===== src/rtl/fc_mac_if.sv =====
// Stream and buffer-port bundle for the fully-connected MAC engine.
// master = engine side, slave = environment (buffers, controller, next-layer writer).
interface fc_mac_if #(
    parameter int unsigned DATA_W  = 8,
    parameter int unsigned N_LANE  = 4,
    parameter int unsigned IN_MAX  = 1024,
    parameter int unsigned OUT_MAX = 128,
    parameter int unsigned OUT_W   = 8,
    parameter int unsigned WADDR_W = 17
);
    localparam int unsigned IN_AW  = $clog2(IN_MAX);
    localparam int unsigned OUT_AW = $clog2(OUT_MAX + 1);

    logic                       start_i;
    logic [IN_AW:0]             in_node_num_i;
    logic [OUT_AW-1:0]          out_node_num_i;
    logic [4:0]                 shift_i;
    logic                       relu_en_i;
    logic                       busy_o;
    logic [IN_AW-1:0]           ifmap_rdaddr_o;
    logic [DATA_W-1:0]          ifmap_rdata_i;
    logic [WADDR_W-1:0]         wbuf_rdaddr_o;
    logic [N_LANE*DATA_W-1:0]   wbuf_rdata_i;
    logic [OUT_W-1:0]           result_o;
    logic                       valid_o;
    logic                       ready_i;
    logic                       last_o;
    logic                       done_o;

    modport master (
        input  start_i, in_node_num_i, out_node_num_i, shift_i, relu_en_i,
        input  ifmap_rdata_i, wbuf_rdata_i, ready_i,
        output busy_o, ifmap_rdaddr_o, wbuf_rdaddr_o, result_o, valid_o, last_o, done_o
    );

    modport slave (
        output start_i, in_node_num_i, out_node_num_i, shift_i, relu_en_i,
        output ifmap_rdata_i, wbuf_rdata_i, ready_i,
        input  busy_o, ifmap_rdaddr_o, wbuf_rdaddr_o, result_o, valid_o, last_o, done_o
    );
endinterface


===== src/rtl/fc_mac_engine.sv =====
// Tiled fully-connected layer engine: N_LANE neurons per tile share one ifmap stream,
// results are requantised (round-shift, ReLU, saturate) and streamed out one per cycle.
module fc_mac_engine #(
    parameter int unsigned DATA_W  = 8,
    parameter int unsigned N_LANE  = 4,
    parameter int unsigned IN_MAX  = 1024,
    parameter int unsigned OUT_MAX = 128,
    parameter int unsigned ACC_W   = 24,
    parameter int unsigned OUT_W   = 8,
    parameter int unsigned WADDR_W = 17
) (
    input  logic     clk,
    input  logic     rst,
    fc_mac_if.master bus
);
    localparam int unsigned IN_AW  = $clog2(IN_MAX);
    localparam int unsigned OUT_AW = $clog2(OUT_MAX + 1);
    localparam int unsigned LANE_W = $clog2(N_LANE + 1);
    localparam int unsigned PROD_W = 2 * DATA_W;
    localparam int unsigned RQ_W   = ACC_W + 33;
    localparam logic signed [RQ_W-1:0] SAT_MAX = RQ_W'((2 ** (OUT_W - 1)) - 1);
    localparam logic signed [RQ_W-1:0] SAT_MIN = ~SAT_MAX;

    typedef enum logic [2:0] {S_IDLE, S_LOAD, S_DRAIN, S_EMIT, S_DONE} state_e;

    state_e                    state_q, state_d;
    logic [IN_AW:0]            in_num_q, in_num_d;
    logic [OUT_AW-1:0]         out_num_q, out_num_d;
    logic [4:0]                shift_q, shift_d;
    logic                      relu_q, relu_d;
    logic [IN_AW-1:0]          rd_addr_q, rd_addr_d;
    logic [WADDR_W-1:0]        waddr_q, waddr_d;
    logic                      rd_vld_q, rd_vld_d;
    logic [LANE_W-1:0]         lane_q, lane_d;
    logic [OUT_AW-1:0]         out_idx_q, out_idx_d;
    logic signed [ACC_W-1:0]   acc_q [N_LANE];
    logic signed [ACC_W-1:0]   acc_d [N_LANE];
    logic                      busy_q, busy_d;
    logic                      done_q, done_d;
    logic                      valid_q, valid_d;
    logic                      last_q, last_d;
    logic [OUT_W-1:0]          result_q, result_d;

    logic signed [DATA_W-1:0]  x_s;
    logic signed [DATA_W-1:0]  w_s;
    logic signed [PROD_W-1:0]  prod [N_LANE];
    logic signed [ACC_W-1:0]   sel_acc;

    // Round-half-up arithmetic shift, then optional ReLU, then clamp to OUT_W.
    function automatic logic [OUT_W-1:0] requant(input logic signed [ACC_W-1:0] a,
                                                 input logic [4:0] s, input logic relu);
        logic signed [RQ_W-1:0] r;
        logic signed [RQ_W-1:0] rnd;
        r   = RQ_W'(a);
        rnd = '0;
        if (s != 5'd0) begin
            rnd = RQ_W'(1) << (s - 5'd1);
            r   = (r + rnd) >>> s;
        end
        if (relu && (r < 0)) r = '0;
        if (r > SAT_MAX) r = SAT_MAX;
        else if (r < SAT_MIN) r = SAT_MIN;
        return OUT_W'(r);
    endfunction

    assign x_s = bus.ifmap_rdata_i;

    always_comb begin
        w_s = '0;
        for (int l = 0; l < N_LANE; l++) begin
            w_s     = bus.wbuf_rdata_i[l*DATA_W +: DATA_W];
            prod[l] = PROD_W'(w_s) * PROD_W'(x_s);
        end
    end

    always_comb begin
        sel_acc = '0;
        for (int l = 0; l < N_LANE; l++) begin
            if (lane_q == LANE_W'(l)) sel_acc = acc_q[l];
        end
    end

    always_comb begin
        state_d   = state_q;
        in_num_d  = in_num_q;
        out_num_d = out_num_q;
        shift_d   = shift_q;
        relu_d    = relu_q;
        rd_addr_d = rd_addr_q;
        waddr_d   = waddr_q;
        rd_vld_d  = (state_q == S_LOAD);
        lane_d    = lane_q;
        out_idx_d = out_idx_q;
        busy_d    = busy_q;
        done_d    = 1'b0;
        valid_d   = valid_q;
        last_d    = last_q;
        result_d  = result_q;
        for (int l = 0; l < N_LANE; l++) begin
            acc_d[l] = acc_q[l];
            if (rd_vld_q) acc_d[l] = acc_q[l] + ACC_W'(prod[l]);
        end

        case (state_q)
            S_IDLE: begin
                if (bus.start_i) begin
                    in_num_d  = bus.in_node_num_i;
                    out_num_d = bus.out_node_num_i;
                    shift_d   = bus.shift_i;
                    relu_d    = bus.relu_en_i;
                    busy_d    = 1'b1;
                    rd_addr_d = '0;
                    waddr_d   = '0;
                    out_idx_d = '0;
                    if ((bus.in_node_num_i == '0) || (bus.out_node_num_i == '0)) begin
                        state_d = S_DONE;
                        done_d  = 1'b1;
                    end else begin
                        state_d = S_LOAD;
                        for (int l = 0; l < N_LANE; l++) acc_d[l] = '0;
                    end
                end
            end
            S_LOAD: begin
                // Weight address keeps running across tiles: tile*in + k.
                waddr_d = waddr_q + WADDR_W'(1);
                if ({1'b0, rd_addr_q} == (in_num_q - (IN_AW + 1)'(1))) begin
                    state_d = S_DRAIN;
                end else begin
                    rd_addr_d = rd_addr_q + IN_AW'(1);
                end
            end
            S_DRAIN: begin
                state_d = S_EMIT;
                lane_d  = '0;
            end
            S_EMIT: begin
                // Output register refills whenever it is empty or being drained.
                if (!valid_q || bus.ready_i) begin
                    if ((lane_q != LANE_W'(N_LANE)) && (out_idx_q != out_num_q)) begin
                        result_d  = requant(sel_acc, shift_q, relu_q);
                        valid_d   = 1'b1;
                        last_d    = (out_idx_q == (out_num_q - OUT_AW'(1)));
                        lane_d    = lane_q + LANE_W'(1);
                        out_idx_d = out_idx_q + OUT_AW'(1);
                    end else begin
                        valid_d = 1'b0;
                        last_d  = 1'b0;
                        if (valid_q) begin
                            if (out_idx_q != out_num_q) begin
                                state_d   = S_LOAD;
                                rd_addr_d = '0;
                                for (int l = 0; l < N_LANE; l++) acc_d[l] = '0;
                            end else begin
                                state_d = S_DONE;
                                done_d  = 1'b1;
                            end
                        end
                    end
                end
            end
            S_DONE: begin
                busy_d  = 1'b0;
                state_d = S_IDLE;
            end
            default: state_d = S_IDLE;
        endcase
    end

    always_ff @(posedge clk or posedge rst) begin
        if (rst) begin
            state_q   <= S_IDLE;
            in_num_q  <= '0;
            out_num_q <= '0;
            shift_q   <= '0;
            relu_q    <= 1'b0;
            rd_addr_q <= '0;
            waddr_q   <= '0;
            rd_vld_q  <= 1'b0;
            lane_q    <= '0;
            out_idx_q <= '0;
            busy_q    <= 1'b0;
            done_q    <= 1'b0;
            valid_q   <= 1'b0;
            last_q    <= 1'b0;
            result_q  <= '0;
            for (int l = 0; l < N_LANE; l++) acc_q[l] <= '0;
        end else begin
            state_q   <= state_d;
            in_num_q  <= in_num_d;
            out_num_q <= out_num_d;
            shift_q   <= shift_d;
            relu_q    <= relu_d;
            rd_addr_q <= rd_addr_d;
            waddr_q   <= waddr_d;
            rd_vld_q  <= rd_vld_d;
            lane_q    <= lane_d;
            out_idx_q <= out_idx_d;
            busy_q    <= busy_d;
            done_q    <= done_d;
            valid_q   <= valid_d;
            last_q    <= last_d;
            result_q  <= result_d;
            for (int l = 0; l < N_LANE; l++) acc_q[l] <= acc_d[l];
        end
    end

    assign bus.busy_o         = busy_q;
    assign bus.done_o         = done_q;
    assign bus.valid_o        = valid_q;
    assign bus.last_o         = last_q;
    assign bus.result_o       = result_q;
    assign bus.ifmap_rdaddr_o = rd_addr_q;
    assign bus.wbuf_rdaddr_o  = waddr_q;
endmodule

===== src/flat_wrapper.sv =====
// flat-port wrapper written by rule: the top's interface ports become plain ports
module fc_mac_engine_flat 
#(
    parameter int unsigned DATA_W  = 8,
    parameter int unsigned N_LANE  = 4,
    parameter int unsigned IN_MAX  = 1024,
    parameter int unsigned OUT_MAX = 128,
    parameter int unsigned ACC_W   = 24,
    parameter int unsigned OUT_W   = 8,
    parameter int unsigned WADDR_W = 17
)
  (clk, rst, bus_start_i, bus_in_node_num_i, bus_out_node_num_i, bus_shift_i, bus_relu_en_i, bus_ifmap_rdata_i, bus_wbuf_rdata_i, bus_ready_i, bus_busy_o, bus_ifmap_rdaddr_o, bus_wbuf_rdaddr_o, bus_result_o, bus_valid_o, bus_last_o, bus_done_o);
  fc_mac_if #(.DATA_W(DATA_W), .N_LANE(N_LANE), .IN_MAX(IN_MAX), .OUT_MAX(OUT_MAX), .OUT_W(OUT_W), .WADDR_W(WADDR_W)) bus_i ();
  input  logic clk;
  input  logic rst;
  input wire logic [$bits(bus_i.start_i)-1:0] bus_start_i;
  input wire logic [$bits(bus_i.in_node_num_i)-1:0] bus_in_node_num_i;
  input wire logic [$bits(bus_i.out_node_num_i)-1:0] bus_out_node_num_i;
  input wire logic [$bits(bus_i.shift_i)-1:0] bus_shift_i;
  input wire logic [$bits(bus_i.relu_en_i)-1:0] bus_relu_en_i;
  input wire logic [$bits(bus_i.ifmap_rdata_i)-1:0] bus_ifmap_rdata_i;
  input wire logic [$bits(bus_i.wbuf_rdata_i)-1:0] bus_wbuf_rdata_i;
  input wire logic [$bits(bus_i.ready_i)-1:0] bus_ready_i;
  output wire logic [$bits(bus_i.busy_o)-1:0] bus_busy_o;
  output wire logic [$bits(bus_i.ifmap_rdaddr_o)-1:0] bus_ifmap_rdaddr_o;
  output wire logic [$bits(bus_i.wbuf_rdaddr_o)-1:0] bus_wbuf_rdaddr_o;
  output wire logic [$bits(bus_i.result_o)-1:0] bus_result_o;
  output wire logic [$bits(bus_i.valid_o)-1:0] bus_valid_o;
  output wire logic [$bits(bus_i.last_o)-1:0] bus_last_o;
  output wire logic [$bits(bus_i.done_o)-1:0] bus_done_o;
  assign bus_i.start_i = bus_start_i;
  assign bus_i.in_node_num_i = bus_in_node_num_i;
  assign bus_i.out_node_num_i = bus_out_node_num_i;
  assign bus_i.shift_i = bus_shift_i;
  assign bus_i.relu_en_i = bus_relu_en_i;
  assign bus_i.ifmap_rdata_i = bus_ifmap_rdata_i;
  assign bus_i.wbuf_rdata_i = bus_wbuf_rdata_i;
  assign bus_i.ready_i = bus_ready_i;
  assign bus_busy_o = bus_i.busy_o;
  assign bus_ifmap_rdaddr_o = bus_i.ifmap_rdaddr_o;
  assign bus_wbuf_rdaddr_o = bus_i.wbuf_rdaddr_o;
  assign bus_result_o = bus_i.result_o;
  assign bus_valid_o = bus_i.valid_o;
  assign bus_last_o = bus_i.last_o;
  assign bus_done_o = bus_i.done_o;
  fc_mac_engine #(.DATA_W(DATA_W), .N_LANE(N_LANE), .IN_MAX(IN_MAX), .OUT_MAX(OUT_MAX), .ACC_W(ACC_W), .OUT_W(OUT_W), .WADDR_W(WADDR_W)) u_core (.clk(clk), .rst(rst), .bus(bus_i));
endmodule

===== config.mk =====
export PLATFORM = sky130hd
export DESIGN_NAME = fc_mac_engine_flat
export DESIGN_NICKNAME = d
export VERILOG_FILES = /design/src/rtl/fc_mac_if.sv /design/src/rtl/fc_mac_engine.sv /design/src/flat_wrapper.sv
export SDC_FILE = /design/constraint.sdc
export NUM_CORES = 2
export LEC_CHECK = 0
export BUFFER_PORTS_ARGS = -buffer_cell sky130_fd_sc_hd__buf_2
export CAP_MARGIN = 5
export CORE_AREA = 2 2 281 283
export DETAILED_ROUTE_END_ITERATION = 6
export DIE_AREA = 0 0 283 285
export GPL_TIMING_DRIVEN = 0
export PLACE_DENSITY_LB_ADDON = 0.25
export SETUP_SLACK_MARGIN = 0.3
export SLEW_MARGIN = 20
export SYNTH_ARGS = -nofsm -noshare
export SYNTH_HDL_FRONTEND = slang
export SYNTH_SLANG_ARGS = --single-unit

===== constraint.sdc =====
create_clock -name clk -period 19.15 [get_ports clk]
set_input_delay 1.915 -clock clk [delete_from_list [all_inputs] [get_ports clk]]
set_output_delay 1.915 -clock clk [all_outputs]
set_load 0.1 [all_outputs]

==> out/summary.md <==
In the synthesized netlist, the number of instances is 3673. Summed over all layers, the routed wires come to 104.2 mm. Across the run, the number of max-cap violations was 0.

The mean area per synthesized cell is 8.604 sq um. For the pin with the worst max-slew slack, the measured transition is 1171 ps. The area of the die was 80660 sq um. The path class of the tightest hold or removal check is reg2reg. During synthesis, Yosys emitted a total of 0 warnings.

The routed design uses 47.73 mm of met2 wire. The most instantiated flip-flop cell in the synthesis netlist is sky130_fd_sc_hd__dfrtp_1. The post-CTS setup buffer count was 0; the footprint of the flip-flops and latches was 4379 sq um. The run gives 27280 as the via count of the first global-routing pass. Across all layers, the routed design uses 27350 vias. The most frequent cell after synthesis was sky130_fd_sc_hd__inv_1. In the routed design, unresolved DRC markers number 0. The number of hold violations in the final report was 0; the final max-slew violation count was 0. The met3 wire length was 6.793 mm. Clock slew at the register clock pins of the worst setup and hold paths: 80 ps. The logs give 108 for the number of I/O pins and 0 for the post-cts repair resize count. For the count of endpoints failing setup in the final report, the log shows 0. Synthesis inferred 175 register bits.

Setup repair after global routing left no endpoint under its margin. Compared with the post-synthesis result, the final layout area differs by 7.970%. The tools report the required time of the critical path as 19460 ps. At the end of routability-driven placement, the weighted congestion stood at 0.9985. The initial standard-cell utilization of the core is 0.4053, and the maximum root-to-sink buffer count is 2. After routing, the total negative slack on setup checks comes to 0 ps.

The critical path is of the in2reg type. Number of detailed-routing iterations run before antenna repair: 7. The largest fanout on the critical path is 16. For the largest net degree at the start of global routing, the log shows 81. Signal routing reaches up to met4. The root buffer cell is sky130_fd_sc_hd__clkbuf_16.

The number of nets in the synthesized netlist is 4418. TritonCTS created 17 clock buffers. The number of input and output port buffers inserted is 107, and the post-route clock skew is 17.96 ps. The ratio of cells with drive above 1 in the final layout is 0.07263. For this block, wires on met1 add up to 45.96 mm. Counting every sink on the clock net gives 175.

Number of antenna violations at the first check in global routing: 7. Hold repair after CTS inserted 0 buffers. At the worst endpoint, the arrival time is 10170 ps. The logs give 77970 sq um for the area of the core region and 31600 sq um for the combined area of all synthesized cells.

The share of synthesized registers carrying an async set or reset works out to 1.000. The first-pass GRT wire length is 162.7 mm, and the post-synthesis sequential area ratio is 0.1386. The net total in the final layout was 4546. For the global routing usage summed across all routing layers, the log shows 0.2595.

The residual antenna-violating net count after detailed routing was 0. Measured along the x axis, the die boundary spans 283 um. Normalized max-slew margin: 0.2123. The worst setup path is launched from an input port. The run gives 84.90 mm as the HPWL after detailed placement. The combined area of the multi-input logic cells is 24420 sq um, and the share of the clock period used by the worst path is 0.5150. The number of cell rows came out at 103. Sorting the synthesized cells by how often they occur yields 578 x sky130_fd_sc_hd__inv_1, 417 x sky130_fd_sc_hd__fa_1, 378 x sky130_fd_sc_hd__nand2_1, 301 x sky130_fd_sc_hd__nor2_1, 259 x sky130_fd_sc_hd__ha_1. The clock period minus final worst setup slack is 9862 ps.

The floorplan step set the die height to 285 um. TritonCTS built the clock tree. The number of vias per cell after detailed routing is 5.619, and the number of fillers in the final layout is 7857.

The number of enable-type register cells in the synthesized netlist was 0. The kind of end point of the critical path is a flop. The total overflow left after global routing is 0. The area share of the largest cell type after synthesis is 0.2642. The detailed router finished its first iteration with 2493 violations.

The run gives 101.4 MHz as the highest achievable clock rate. The final routed wire length divided by cell count works out to 21.41 um. The flow ran to the end, and the final reports show no timing, DRC or antenna violations. The biggest area contributor in the post-synthesis netlist is sky130_fd_sc_hd__fa_1. Synthesis instantiated 116 different standard cells from the library. CTS built an H-tree with a depth of 4. The later pin in the worst-skew pair is clocked with a latency of 470 ps.

Yosys attributes the largest share of cell area to sky130_fd_sc_hd__fa_1 26%, sky130_fd_sc_hd__dfrtp_1 14%, sky130_fd_sc_hd__ha_1 10%, sky130_fd_sc_hd__inv_1 6.9%, sky130_fd_sc_hd__nand2_1 4.5%.
-- worst paths after layout --
check,from,slack (ps),cells after the start,endpoint
setup / recovery,bus_ifmap_rdata_i[0],9290,23,u_core.acc_q[22]$_DFF_PP0_
hold / removal,u_core.bus.wbuf_rdaddr_o[16]$_DFFE_PP0P_,480,1,u_core.bus.wbuf_rdaddr_o[16]$_DFFE_PP0P_
setup reg to reg,u_core.shift_q[0]$_DFFE_PP0P_,10010,22,u_core.bus.result_o[0]$_DFFE_PP0P_
hold reg to reg,u_core.bus.wbuf_rdaddr_o[16]$_DFFE_PP0P_,480,1,u_core.bus.wbuf_rdaddr_o[16]$_DFFE_PP0P_
max in group asynchronous,rst,16660,4,u_core.acc_q[54]$_DFF_PP0_
min in group asynchronous,rst,1430,2,u_core.bus.wbuf_rdaddr_o[1]$_DFFE_PP0P_
-- critical path, stage by stage --
cell and delay (ps):
sky130_fd_sc_hd__buf_2 110, sky130_fd_sc_hd__clkbuf_1 820, sky130_fd_sc_hd__nand2_1 850, sky130_fd_sc_hd__inv_1 330, sky130_fd_sc_hd__fa_1 480, sky130_fd_sc_hd__fa_1 530, sky130_fd_sc_hd__fa_1 450, sky130_fd_sc_hd__fa_1 590
sky130_fd_sc_hd__fa_1 430, sky130_fd_sc_hd__ha_1 350, sky130_fd_sc_hd__o21ai_0 120, sky130_fd_sc_hd__a21boi_0 160, sky130_fd_sc_hd__o21ai_0 210, sky130_fd_sc_hd__a21boi_0 140, sky130_fd_sc_hd__o21ai_0 240, sky130_fd_sc_hd__a21boi_0 150
sky130_fd_sc_hd__o21ai_0 240, sky130_fd_sc_hd__a21boi_0 170, sky130_fd_sc_hd__or4_1 460, sky130_fd_sc_hd__a31o_2 240, sky130_fd_sc_hd__o41ai_1 830, sky130_fd_sc_hd__or4_1 220, sky130_fd_sc_hd__o311ai_0 130
-- sequential cells by signal (all words and copies together) (netlist names) --
signal / flops
u_core.acc_q: 96
u_core.bus.wbuf_rdaddr_o: 17
u_core.in_num_q: 11
u_core.bus.ifmap_rdaddr_o: 10
u_core.bus.result_o: 8
u_core.out_idx_q: 8
u_core.out_num_q: 8
u_core.shift_q: 5
u_core.lane_q: 3
u_core.state_q: 3
u_core.bus.busy_o: 1
u_core.bus.done_o: 1
u_core.bus.last_o: 1
u_core.bus.valid_o: 1
u_core.rd_vld_q: 1
u_core.relu_q: 1
-- cells by family after synthesis --
group                      synth area share
and+or+nand+nor                      0.1732
buffers and inverters               0.08924
AOI/OAI and AO/OA                    0.1498
adders and majority gates            0.3667
DFF                                  0.1386
xor gates and xnor gates            0.03979
muxes                               0.04272
-- per-layer routing --
layer	up-vias	GRT usage
met5	-	0
met4	0	0.09601
met3	199	0.03048
met2	989	0.4117
met1	13690	0.3649
li1	12470	-
-- area by class of cell --
class,count,area share
Clock buffer,18,0.01287
Multi-Input combinational cell,2762,0.7157
Antenna cell,3,0.0002200
Tap cell,1050,0.03850
Buffer,153,0.01852
Clock inverter,14,0.004217
Timing Repair Buffer,109,0.01731
Inverter,583,0.06435
Sequential cell,175,0.1283
-- metrics by stage --
step | worst slack, ps | instance area [sq um] | instances | hold slack (ps) | utilization
floorplan | 11160 | 31600 | 3673 | 466.8 | -
global placement | 9095 | 33450 | 4830 | 471.6 | 0.4290
detailed placement | 9047 | 33520 | 4832 | 477.6 | 0.4299
CTS | 9482 | 34100 | 4864 | 495.3 | 0.4374
global route | 8848 | 34120 | 4866 | 522.4 | 0.4376
finish | 9288 | 34120 | 4867 | 483.9 | 0.4376
-- cell usage in the layout (no fill, tap or decap), types with 30 or more instances in the layout --
| master | instances |
|---|---|
| sky130_fd_sc_hd__inv_1 | 576 |
| sky130_fd_sc_hd__fa_1 | 417 |
| sky130_fd_sc_hd__nand2_1 | 376 |
| sky130_fd_sc_hd__nor2_1 | 301 |
| sky130_fd_sc_hd__ha_1 | 259 |
| sky130_fd_sc_hd__dfrtp_1 | 175 |
| sky130_fd_sc_hd__a21oi_1 | 153 |
| sky130_fd_sc_hd__o21ai_0 | 147 |
| sky130_fd_sc_hd__buf_2 | 123 |
| sky130_fd_sc_hd__and2_1 | 116 |
| sky130_fd_sc_hd__clkbuf_1 | 115 |
| sky130_fd_sc_hd__xnor2_1 | 103 |
| sky130_fd_sc_hd__mux2i_1 | 87 |
| sky130_fd_sc_hd__nor3_1 | 79 |
| sky130_fd_sc_hd__nand3_1 | 66 |
| sky130_fd_sc_hd__nand2b_1 | 48 |
| sky130_fd_sc_hd__xor2_1 | 35 |
| sky130_fd_sc_hd__a221oi_1 | 32 |
| sky130_fd_sc_hd__o31ai_1 | 31 |
| sky130_fd_sc_hd__a21o_1 | 30 |
Power is not shown: default switching activity piles up to over one toggle a cycle in this logic, so the estimate is an artifact.
